$ cat config.mk
export PLATFORM = sky130hd
export DESIGN_NAME = aes_inv_col_mux
export DESIGN_NICKNAME = d
export VERILOG_FILES = /design/src/rtl/aes_inv_col_mux.sv
export SDC_FILE = /design/constraint.sdc
export NUM_CORES = 1
export LEC_CHECK = 0
export ABC_AREA = 1
export CELL_PAD_IN_SITES_DETAIL_PLACEMENT = 0
export CELL_PAD_IN_SITES_GLOBAL_PLACEMENT = 1
export CORE_ASPECT_RATIO = 2
export CORE_UTILIZATION = 44
export DETAILED_ROUTE_END_ITERATION = 7
export MAX_ROUTING_LAYER = met4
export PLACE_DENSITY = 0.86
export SYNTH_ARGS = -nofsm -noshare
export SYNTH_HDL_FRONTEND = slang
export SYNTH_SLANG_ARGS = --single-unit
$ cat constraint.sdc
create_clock -name clk -period 4.2 [get_ports clk]
set_input_delay 0.84 -clock clk [delete_from_list [all_inputs] [get_ports clk]]
set_output_delay 0.84 -clock clk [all_outputs]
set_load 0.02 [all_outputs]
$ cat src/rtl/aes_inv_col_mux.sv
// AES InvMixColumns engine: one column per clock through a shared GF(2^8) datapath,
// with a one-cycle result pulse on out/out_flag.
module aes_inv_col_mux (
  input  logic         clk,
  input  logic         rst_n,
  input  logic [127:0] in,
  input  logic         inv_mix_en,
  output logic [127:0] out,
  output logic         out_flag,
  output logic         busy
);

  typedef enum logic [2:0] {
    IDLE = 3'd0,
    COL0 = 3'd1,
    COL1 = 3'd2,
    COL2 = 3'd3,
    COL3 = 3'd4,
    DONE = 3'd5
  } state_t;

  state_t         state_q, state_d;
  logic [127:0]   data_q, data_d;
  logic [127:0]   res_q, res_d;
  logic [127:0]   out_q, out_d;
  logic           flag_q, flag_d;
  logic [31:0]    col_in;
  logic [31:0]    col_out;

  function automatic logic [7:0] xtime(input logic [7:0] a);
    return {a[6:0], 1'b0} ^ (a[7] ? 8'h1b : 8'h00);
  endfunction

  // Inverse column mix: every coefficient is assembled from the 2x/4x/8x chain.
  function automatic logic [31:0] inv_col(input logic [31:0] c);
    logic [7:0] a [4];
    logic [7:0] m9 [4];
    logic [7:0] mb [4];
    logic [7:0] md [4];
    logic [7:0] me [4];
    logic [7:0] x2, x4, x8;
    for (int i = 0; i < 4; i++) begin
      a[i]  = c[31-8*i -: 8];
      x2    = xtime(a[i]);
      x4    = xtime(x2);
      x8    = xtime(x4);
      m9[i] = x8 ^ a[i];
      mb[i] = x8 ^ x2 ^ a[i];
      md[i] = x8 ^ x4 ^ a[i];
      me[i] = x8 ^ x4 ^ x2;
    end
    return {me[0] ^ mb[1] ^ md[2] ^ m9[3],
            m9[0] ^ me[1] ^ mb[2] ^ md[3],
            md[0] ^ m9[1] ^ me[2] ^ mb[3],
            mb[0] ^ md[1] ^ m9[2] ^ me[3]};
  endfunction

  always_comb begin
    col_in = 32'h0;
    case (state_q)
      COL0:    col_in = data_q[127:96];
      COL1:    col_in = data_q[95:64];
      COL2:    col_in = data_q[63:32];
      COL3:    col_in = data_q[31:0];
      default: col_in = 32'h0;
    endcase
  end

  assign col_out = inv_col(col_in);

  always_comb begin
    // NOTE: every variable gets a default before the case so no path leaves one unassigned (no latches).
    state_d = state_q;
    data_d  = data_q;
    res_d   = res_q;
    out_d   = 128'h0;
    flag_d  = 1'b0;
    case (state_q)
      IDLE: begin
        if (inv_mix_en) begin
          data_d  = in;
          res_d   = 128'h0;
          state_d = COL0;
        end
      end
      COL0: begin
        res_d[127:96] = col_out;
        state_d       = COL1;
      end
      COL1: begin
        res_d[95:64] = col_out;
        state_d      = COL2;
      end
      COL2: begin
        res_d[63:32] = col_out;
        state_d      = COL3;
      end
      COL3: begin
        res_d[31:0] = col_out;
        state_d     = DONE;
      end
      DONE: begin
        out_d   = res_q;
        flag_d  = 1'b1;
        state_d = IDLE;
      end
      default: state_d = IDLE;
    endcase
  end

  // NOTE: the data and result registers are plain flops, not RAM, so they are reset with the rest.
  always_ff @(posedge clk or negedge rst_n) begin
    if (!rst_n) begin
      state_q <= IDLE;
      data_q  <= 128'h0;
      res_q   <= 128'h0;
      out_q   <= 128'h0;
      flag_q  <= 1'b0;
    end else begin
      // NOTE: non-blocking assignments so all state updates see pre-edge values.
      state_q <= state_d;
      data_q  <= data_d;
      res_q   <= res_d;
      out_q   <= out_d;
      flag_q  <= flag_d;
    end
  end

  assign out      = out_q;
  assign out_flag = flag_q;
  assign busy     = (state_q != IDLE);

endmodule

==> results of run 1 <==
layout make-up:
cell class	count	area (um2)	share of cell area [%]
Clock buffer	46	1030	4.226
Clock inverter	18	262.8	1.078
Inverter	280	1060	4.349
Multi-Input combinational cell	1844	8484	34.82
Sequential cell	388	9709	39.85
Tap cell	555	694.4	2.850
Timing Repair Buffer	324	3126	12.83
metal layers:
| layer | global-route usage (%) | up-vias | wire [um] |
|---|---|---|---|
| li1 | - | 8502 | - |
| met1 | 31.22 | 8301 | 23410 |
| met5 | - | - | 0 |
| met2 | 61.77 | 651 | 39260 |
| met3 | 3.359 | 231 | 2846 |
| met4 | 30.58 | 0 | 8166 |
flip-flops by register name, indices dropped and copies added (netlist names):
register  cells
data_q      128
out         128
out_flag      1
res_q       128
state_q       3
through the flow:
stage / cells / setup slack, ns / instance area [um2] / hold WS [ns] / util, %
after floorplan: 2606 / 1.957 / 19740 / 0.4489 / -
after global placement: 3391 / 0.5905 / 23070 / 0.4628 / 52.22
after detailed placement: 3391 / 0.5361 / 23070 / 0.4663 / 52.22
after CTS: 3455 / 0.4911 / 24370 / 0.3191 / 55.14
after global routing: 3455 / 0.3151 / 24370 / 0.3489 / 55.14
final: 3455 / 0.4994 / 24370 / 0.2721 / 55.14
how the worst min path moves through the flow:
| stage | endpoint | depth (start not counted) | slack [ns] |
|---|---|---|---|
| after floorplan | res_q[35] | 2 | 0.45 |
| after global placement | res_q[45] | 2 | 0.46 |
| after detailed placement | res_q[16] | 2 | 0.47 |
| after CTS | res_q[40] | 1 | 0.32 |
| after global routing | res_q[40] | 1 | 0.35 |
| final | res_q[40] | 1 | 0.27 |
critical path, delay by kind of cell, from the launching register on:
kind | cells | cell delay (ns)
xor+xnor | 2 | 0.62
buf+inv | 4 | 0.64
flops | 1 | 0.68
simple gates | 10 | 1.63
kinds of logic after synthesis:
kind of cell,after synthesis,synth area share [%]
buffers and inverters,374,7.893
XOR/XNOR,94,4.495
AND/OR/NAND/NOR,1654,35.81
AO/OA/AOI/OAI,96,2.612
flip-flops,388,49.19
cells in the mapped netlist:
library cell | number | area, um2
inv_1 | 247 | 927.1
nor2_8 | 3 | 60.06
nand2_1 | 1097 | 4118
a21o_1 | 1 | 7.510
nand4_2 | 5 | 62.56
nand2_4 | 3 | 33.78
o21ai_2 | 3 | 26.28
buf_2 | 14 | 70.07
xnor2_1 | 18 | 157.7
o21ai_0 | 48 | 240.2
xnor2_2 | 2 | 32.53
a21oi_1 | 2 | 10.01
buf_4 | 5 | 37.54
inv_4 | 2 | 12.51
o21ai_1 | 35 | 175.2
xor2_2 | 4 | 65.06
nand3_1 | 221 | 1106
o22ai_1 | 5 | 31.28
nor3_4 | 1 | 16.27
dfrtp_1 | 388 | 9709
clkbuf_1 | 54 | 202.7
nor2_2 | 11 | 68.82
buf_1 | 6 | 22.52
nor2_1 | 182 | 683.2
nand3_4 | 1 | 17.52
nand2_2 | 51 | 319.1
buf_6 | 15 | 168.9
nand3b_1 | 7 | 52.55
nand4_1 | 49 | 306.5
or2_1 | 5 | 31.28
xor2_1 | 69 | 604.3
xor2_4 | 1 | 27.53
inv_2 | 31 | 116.4
o22ai_2 | 2 | 25.02
nor2_4 | 13 | 146.4
nand3_2 | 4 | 40.04
nor3_1 | 1 | 5.000
==> reports/results.ini, run 1 <==
[setup_path]
cp-end-kind = flop
crit_chain = inv_2 > nand3_4 > inv_2 > nand2_1 > nand2_1 > nor2_1 > nand2_2 > nand2_2 > buf_4 > xor2_1 > xor2_1 > inv_1 > nand2_1 > nand2_1 > nand2_1 > nand2_1
required_ns = 4.65
r2r_cells = 16
path_common_cell = nand2_1
r2r_end = res_q[22]
arrival_ns = 4.15
endpoint = res_q[22]
crit_start = state_q[1]
critPathMaxStageDelay_ns = 0.68
r2r-start = state_q[1]
start_kind = flop
reg2reg_setup_slack_ns = 0.50
cp_max_fo = 14
crit_path_top_delay_cell = dfrtp_1
crit_type = reg -> reg

[placed_design]
port_buffers = 260
dp_hpwl_um = 59010
place_congestion = 0.9875

[detailed_routing]
detail_route.vias_per_cell = 5.119
drc = 0
wl_um = 73670
dr.pass1.iters = 5
drt-initial-drc-count = 759
drtAntennaViolNets = 0
wl_per_cell_um = 21.32
vias = 17690

[floorplan]
die_area_um2 = 45760
ios = 261
rows = 109
fp.dieH_um = 301.5
initial_core_util_pct = 44.67
chipWidth_um = 151.8
core_um2 = 44190

[yosys]
ys_seq_area_share_pct = 49.19
avgSynthCellArea_um2 = 7.573
synth-seq-cells = 388
netlist_area_um2 = 19740
synth_nets = 2737
ys_warn_count = 0
postSynthCellCount = 2606
ys_types = 37

[cells_and_area]
fill_cells = 4250
mostFrequentLayoutCell = nand2_1
final_nets = 3006
n_antenna_cell = 0
most-common-layout-cells = nand2_1, dfrtp_1, clkdlybuf4s50_1
drive_above_1_share_pct = 9.207
area_growth_syn_to_layout_pct = 23.46

[clocking]
cts_root_buf = clkbuf_16
cts_resized = 0
path_clk_slew_ns = 0.07
cts_tree = built
cts.sinks = 388
postCtsSetupBuffers = 0
holdBufCountCts = 0
clk_path_buf_depth = 3
clock_latency_ns = 0.56
cts_buffers = 37
cts_max_level = 2

[timing]
worstMarginPinSlew_ns = 0.9063
fin_crit_sh_pct = 88.11
min_period_ns = 3.701
skew_ns = 0.01877
setup_viol = 0
setup_tns_ns = 0
slew_headroom_pct = 39.58
fmaxAchievable_ghz = 0.2702
rsz0062_at_grt = false
final_hold_viol_count = 0
maxSlewViolCount = 0

[min_path]
worstHoldPathType = in -> async

[global_route]
grt_max_degree = 134
track_usage_pct = 34.37
grt_overflow = 0
antenna_found_initial = 0
grt_pass1_vias = 17770
grt_pass1_wl_um = 109600

[outcome]
status = finished clean

[run]
maxCapViolCount = 0

Power of run 1 is not shown: default switching activity piles up to over one toggle a cycle in this logic, so the estimate is an artifact.
==> run 2, diff against run 1 <==
--- a/config.mk
+++ b/config.mk
@@ -5,14 +5,14 @@
 export SDC_FILE = /design/constraint.sdc
 export NUM_CORES = 1
 export LEC_CHECK = 0
-export ABC_AREA = 1
 export CELL_PAD_IN_SITES_DETAIL_PLACEMENT = 0
 export CELL_PAD_IN_SITES_GLOBAL_PLACEMENT = 1
 export CORE_ASPECT_RATIO = 2
-export CORE_UTILIZATION = 44
+export CORE_UTILIZATION = 47
 export DETAILED_ROUTE_END_ITERATION = 7
 export MAX_ROUTING_LAYER = met4
-export PLACE_DENSITY = 0.86
+export PLACE_DENSITY_LB_ADDON = 0.1
+export REMOVE_ABC_BUFFERS = 1
 export SYNTH_ARGS = -nofsm -noshare
 export SYNTH_HDL_FRONTEND = slang
 export SYNTH_SLANG_ARGS = --single-unit
==> run 2 against run 1 <==
Net effect:
- critical path type unchanged
- register-to-register slack worse by 0.08 ns
- cell area down 14%
- count of clock-buffer cells in the layout up 2
- worst hold slack better by 0.087 ns
- wire length down 42%
- synthesized cell count down 49%
- global-route usage down 9.3 points
- sequential share of layout area up 6.6 points
- first-iteration DRC count down 31%
- via count down 38%
- fmax down 2.2%
- cell count down 41%
==> reports/results.ini, run 2 <==
[clocking]
cts_root_buf = clkbuf_16  ; unchanged
holdBufCountCts = 0  ; unchanged
cts_tree = built  ; unchanged
clock_latency_ns = 0.54  ; was 0.56 ns
cts_resized = 0  ; unchanged
path_clk_slew_ns = 0.07  ; about the same
clk_path_buf_depth = 3  ; unchanged
cts_max_level = 2  ; unchanged
cts.sinks = 388  ; unchanged
cts_buffers = 34  ; was 37
postCtsSetupBuffers = 0  ; unchanged

[setup_path]
crit_path_top_delay_cell = and2b_4  ; was dfrtp_1
path_common_cell = xnor2_1  ; was nand2_1
cp_max_fo = 35  ; was 14
cp-end-kind = flop  ; unchanged
critPathTopFamily = XOR/XNOR gates  ; was simple AND/OR/NAND/NOR gates
critPathMaxStageDelay_ns = 0.66  ; was 0.68 ns
crit_type = reg -> reg  ; unchanged
start_kind = flop  ; unchanged
reg2reg_setup_slack_ns = 0.41  ; was 0.50 ns
crit_chain = and2b_4 > a22oi_1 > o22a_1 > xnor2_1 > xnor3_1 > xnor2_1 > xnor2_2 > xnor2_1 > o21ai_1  ; was inv_2 > nand3_4 > inv_2 > nand2_1 > nand2_1 > nor2_1 > nand2_2 > nand2_2 > buf_4 > xor2_1 > xor2_1 > inv_1 > nand2_1 > nand2_1 > nand2_1 > nand2_1
cp_num_cells = 9  ; was 16
arrival_ns = 4.17  ; was 4.15 ns
required_ns = 4.58  ; was 4.65 ns
r2r_cells = 9  ; was 16
r2r-start = state_q[1]  ; unchanged
r2r_end = res_q[36]  ; was res_q[22]
critPathBufInv = 0  ; was 4

[global_route]
grt_max_degree = 123  ; was 134
grt_overflow = 0  ; unchanged
grt_pass1_wl_um = 65950  ; was 109,600 um
grt_pass1_vias = 11520  ; was 17,770
antenna_found_initial = 1  ; was 0
track_usage_pct = 25.03  ; was 34.37%

[detailed_routing]
drtAntennaViolNets = 0  ; unchanged
vias = 10970  ; was 17,690
drt-initial-drc-count = 522  ; was 759
wl_um = 42380  ; was 73,670 um
wl_per_cell_um = 20.81  ; was 21.32 um
dr.pass1.iters = 6  ; was 5
drc = 0  ; unchanged
detail_route.vias_per_cell = 5.386  ; was 5.119

[placed_design]
post-place-cells = 1973  ; was 3,391
port_buffers = 260  ; unchanged
pre_cts_ws_ns = 0.4246  ; was 0.5361 ns
place_congestion = 0.9662  ; was 0.9875
dp_hpwl_um = 30770  ; was 59,010 um

[cells_and_area]
final_cells = 2036  ; was 3,455
ff_latch_area_um2 = 9714  ; was 9709 um2
area_growth_syn_to_layout_pct = 26.30  ; was 23.46%
most-common-layout-cells = dfrtp_1, clkdlybuf4s50_1, xnor2_1  ; was nand2_1, dfrtp_1, clkdlybuf4s50_1
multi_input_comb_area_um2 = 6427  ; was 8484 um2
mostFrequentLayoutCell = dfrtp_1  ; was nand2_1
utilization_pct = 60.11  ; was 55.14%
drive_above_1_share_pct = 17.24  ; was 9.207%
final_nets = 1695  ; was 3,006
fill_cells = 2994  ; was 4,250

[yosys]
synth_most_common_cell = dfrtp_1  ; was nand2_1
yosys.area.top_type = dfrtp_1  ; unchanged
ys_warn_count = 0  ; unchanged
ys_seq_area_share_pct = 58.57  ; was 49.19%
async_reset_ff_share_pct = 100.0  ; unchanged
ys_top_cells_by_count = dfrtp_1, xnor2_1, mux2_2  ; was nand2_1, dfrtp_1, inv_1
synth-main-ff-cell = dfrtp_1  ; unchanged
synth-seq-cells = 388  ; unchanged
yosysTopAreaCellShare_pct = 58.57  ; was 49.19%
synth_edf_count = 0  ; unchanged
netlist_area_um2 = 16580  ; was 19,740 um2
synth.area.top_cells = dfrtp_1, mux2_2, xnor2_1  ; was dfrtp_1, nand2_1, nand3_1
postSynthCellCount = 1321  ; was 2,606
avgSynthCellArea_um2 = 12.55  ; was 7.573 um2
ys_types = 40  ; was 37

[floorplan]
rows = 97  ; was 109
initial_core_util_pct = 47.59  ; was 44.67%
core_um2 = 34830  ; was 44,190 um2
ios = 261  ; unchanged
fp.dieH_um = 267.6  ; was 301.5 um
chipWidth_um = 134.8  ; was 151.8 um
die_area_um2 = 36070  ; was 45,760 um2

[timing]
final_hold_viol_count = 0  ; unchanged
maxSlewViolCount = 0  ; unchanged
min_period_ns = 3.785  ; was 3.701 ns
rsz0062_at_grt = false  ; unchanged
fin_crit_sh_pct = 90.13  ; was 88.11%
slew_headroom_pct = 34.44  ; was 39.58%
fmaxAchievable_ghz = 0.2642  ; was 0.2702 GHz
worstMarginPinSlew_ns = 0.9799  ; was 0.9063 ns
setup_viol = 0  ; unchanged
setup_slack_ns = 0.4146  ; was 0.4994 ns
skew_ns = 0.01859  ; was 0.01877 ns

[min_path]
worstHoldPathType = in -> async  ; unchanged

[run]
maxCapViolCount = 0  ; unchanged

[outcome]
status = finished clean  ; unchanged

run 2: changes by cell type in the layout (fill, tap and decap cells not counted), sizes merged, moves of 20 or more:
cell,change
inv,-282
xor2,-34
xnor2,+125
and3,+128
nand4,-54
a22oi,+20
nand3,-97
nor2,-206
nand2,-1145
o21ai,+47
mux2,+137
run 2: cells by family after synthesis:
| group | after synthesis | synth area share (%) |
|---|---|---|
| XOR/XNOR | 191 | 11.13 |
| AO/OA/AOI/OAI | 189 | 7.193 |
| flip-flops | 388 | 58.57 |
| multiplexers | 148 | 9.993 |
| AND/OR/NAND/NOR | 295 | 10.30 |
| buffers and inverters | 110 | 2.808 |
run 2: cell type report:
cell class / instances / share of cell area (%)
repair buffers: 316 / 14.70
multi-input cells: 823 / 30.70
well taps: 445 / 2.659
flip-flops and latches: 388 / 46.40
diodes: 2 / 0.02390
clock buffers: 48 / 4.703
inverters: 1 / 0.01793
clock inverters: 13 / 0.7948
run 2: worst register-to-register path, delay by kind of cell, from the launching register on:
kind	cells	cell delay, ns
xor+xnor	5	1.71
compound gates	3	0.64
flops	1	0.62
simple gates	1	0.67
run 2: how the worst max path moves through the flow:
stage / from / to
floorplan: state_q[0] / data_q[0]
global placement: state_q[1] / res_q[61]
detailed placement: state_q[1] / res_q[36]
CTS: state_q[1] / res_q[36]
global route: state_q[1] / res_q[59]
finish: state_q[1] / res_q[36]
run 2: per-stage QoR:
stage | hold slack (ns) | setup TNS (ns) | instance area, um2
6_report | 0.3593 | 0 | 20940
5_1_grt | 0.4470 | 0 | 20930
4_1_cts | 0.4175 | 0 | 20930
3_5_place_dp | 0.4830 | 0 | 19780
3_3_place_gp | 0.4728 | 0 | 19780
2_1_floorplan | 0.4609 | -1192.46 | 16120
run 2: metal layers:
layer  global-route usage [%]  part of all wire [%]  vias to the layer above
met5                        -                     0                        -
met2                    47.13                    57                      288
met1                    26.39                    36                     5492
met4                    9.930                   3.8                        0
met3                    2.404                   2.8                       76
li1                         -                     -                     5110
Power of run 2 is left out for the same reason.
==> run 3, diff against run 2 <==
--- a/config.mk
+++ b/config.mk
@@ -8,6 +8,7 @@
 export CELL_PAD_IN_SITES_DETAIL_PLACEMENT = 0
 export CELL_PAD_IN_SITES_GLOBAL_PLACEMENT = 1
 export CORE_ASPECT_RATIO = 2
+export CORE_MARGIN = 2
 export CORE_UTILIZATION = 47
 export DETAILED_ROUTE_END_ITERATION = 7
 export MAX_ROUTING_LAYER = met4
==> constraint.sdc (replaced) <==
create_clock -name clk -period 4.55 [get_ports clk]
set_input_delay 0.91 -clock clk [delete_from_list [all_inputs] [get_ports clk]]
set_output_delay 0.91 -clock clk [all_outputs]
set_load 0.02 [all_outputs]
==> run 3 against run 2 <==
Net effect:
- utilization fell by 0.35 points
- first-iteration DRC count fell by 13%
- non-clock buffer count fell by 12
- worst hold slack improved by 0.029 ns
- clock skew rose by 0.0022 ns
- cell count fell by 0.69%
- global-route usage fell by 0.059 points
- register-to-register slack improved by 0.15 ns
- worst setup slack improved by 0.15 ns
- largest cell class unchanged
==> reports/results.ini, run 3 (same netlist as run 2, synthesis figures left out) <==
[outcome]
status = finished clean  ; unchanged

[timing]
setup_slack_ns = 0.5660  ; was 0.4146 ns
min_period_ns = 3.984  ; was 3.785 ns
rsz0062_at_grt = false  ; unchanged
setup_viol = 0  ; unchanged
setup_tns_ns = 0  ; unchanged
skew_ns = 0.02082  ; was 0.01859 ns
fin_crit_sh_pct = 87.56  ; was 90.13%
final_hold_viol_count = 0  ; unchanged
slew_headroom_pct = 31.42  ; was 34.44%
fmaxAchievable_ghz = 0.2510  ; was 0.2642 GHz
maxSlewViolCount = 0  ; unchanged
worstMarginPinSlew_ns = 1.025  ; was 0.9799 ns

[setup_path]
required_ns = 4.93  ; was 4.58 ns
crit_start = state_q[0]  ; was state_q[1]
start_kind = flop  ; unchanged
crit_type = reg -> reg  ; unchanged
arrival_ns = 4.37  ; was 4.17 ns
cp_max_fo = 45  ; was 35
r2r-start = state_q[0]  ; was state_q[1]
cp-end-kind = flop  ; unchanged

[global_route]
grt_pass1_wl_um = 67520  ; was 65,950 um
track_usage_pct = 24.98  ; was 25.03%
grt_overflow = 0  ; unchanged
antenna_found_initial = 0  ; was 1
grt_pass1_vias = 11780  ; was 11,520
grt_max_degree = 106  ; was 123

[min_path]
worstHoldPathType = in -> async  ; unchanged

[clocking]
cts_buffers = 34  ; unchanged
cts_max_level = 2  ; unchanged
holdBufCountCts = 0  ; unchanged
clk_path_buf_depth = 3  ; unchanged
postCtsSetupBuffers = 0  ; unchanged
cts.sinks = 388  ; unchanged
path_clk_slew_ns = 0.07  ; about the same
cts_resized = 0  ; unchanged
cts_tree = built  ; unchanged
clock_latency_ns = 0.53  ; was 0.54 ns
cts_root_buf = clkbuf_16  ; unchanged

[cells_and_area]
most-common-layout-cells = dfrtp_1, clkdlybuf4s50_1, xnor2_1  ; unchanged
final_nets = 1683  ; was 1,695
mostFrequentLayoutCell = dfrtp_1  ; unchanged
final_cells = 2022  ; was 2,036
ff_latch_area_um2 = 9714  ; unchanged
area_growth_syn_to_layout_pct = 26.00  ; was 26.30%
stdcell_area_um2 = 20890  ; was 20,940 um2
multi_input_comb_area_um2 = 6427  ; unchanged
fill_cells = 2908  ; was 2,994
n_antenna_cell = 0  ; was 2
drive_above_1_share_pct = 16.74  ; was 17.24%

[run]
maxCapViolCount = 0  ; unchanged

[floorplan]
die_area_um2 = 36880  ; was 36,070 um2
core_um2 = 34950  ; was 34,830 um2
initial_core_util_pct = 47.43  ; was 47.59%
fp.dieH_um = 269.6  ; was 267.6 um
chipWidth_um = 136.8  ; was 134.8 um
rows = 97  ; unchanged
ios = 261  ; unchanged

[placed_design]
place_area_um2 = 19690  ; was 19,780 um2
post-place-cells = 1961  ; was 1,973
place_congestion = 0.8962  ; was 0.9662
port_buffers = 260  ; unchanged
dp_hpwl_um = 31840  ; was 30,770 um
pre_cts_ws_ns = 0.5645  ; was 0.4246 ns

[detailed_routing]
vias = 10830  ; was 10,970
drc = 0  ; unchanged
dr.pass1.iters = 4  ; was 6
wl_per_cell_um = 21.39  ; was 20.81 um
detail_route.vias_per_cell = 5.356  ; was 5.386
drtAntennaViolNets = 0  ; unchanged
drt-initial-drc-count = 454  ; was 522
wl_um = 43240  ; was 42,380 um

==> run 3: layout make-up <==
class                   count  share of cell area, %
inverters                   1                0.01797
well taps                 445                  2.666
clock inverters            14                 0.9884
clock buffers              47                  4.744
flip-flops and latches    388                  46.51
repair buffers            304                  14.30
multi-input cells         823                  30.77
==> run 3: worst paths after layout <==
path	to	slack (ns)	cells past startpoint
hold reg to reg	res_q[88]	0.49	2
setup reg to reg	res_q[61]	0.57	10
hold / removal	out[95]	0.39	1
max in group asynchronous	data_q[114]	3.03	2
setup / recovery	res_q[61]	0.57	10
min in group clk	res_q[88]	0.49	2
==> run 3: routing by layer <==
metal  global-route usage (%)  vias up  wire [um]
li1                         -     5075          -
met1                    25.87     5427      15140
met2                    47.41      247      25390
met3                    2.463       80       1098
met4                    9.278        0       1609
met5                        -        -          0
==> run 3: stage by stage <==
| stage | utilization (%) | hold WS, ns |
|---|---|---|
| final | 59.76 | 0.3883 |
| after global routing | 59.76 | 0.4513 |
| after CTS | 59.76 | 0.4236 |
| after detailed placement | 56.33 | 0.4831 |
| after global placement | 56.33 | 0.4742 |
| after floorplan | - | 0.4609 |
==> run 3: critical path: stages, from the launching register on <==
cell      delay [ns]
dfrtp_4         0.61
buf_4           0.44
mux2_2          0.42
a221oi_1        0.35
buf_4           0.21
xnor2_1         0.08
xnor2_1         0.26
xor2_1          0.62
xnor2_1         0.22
xnor2_1         0.44
o21ai_0         0.15
Power of run 3 is left out for the same reason.
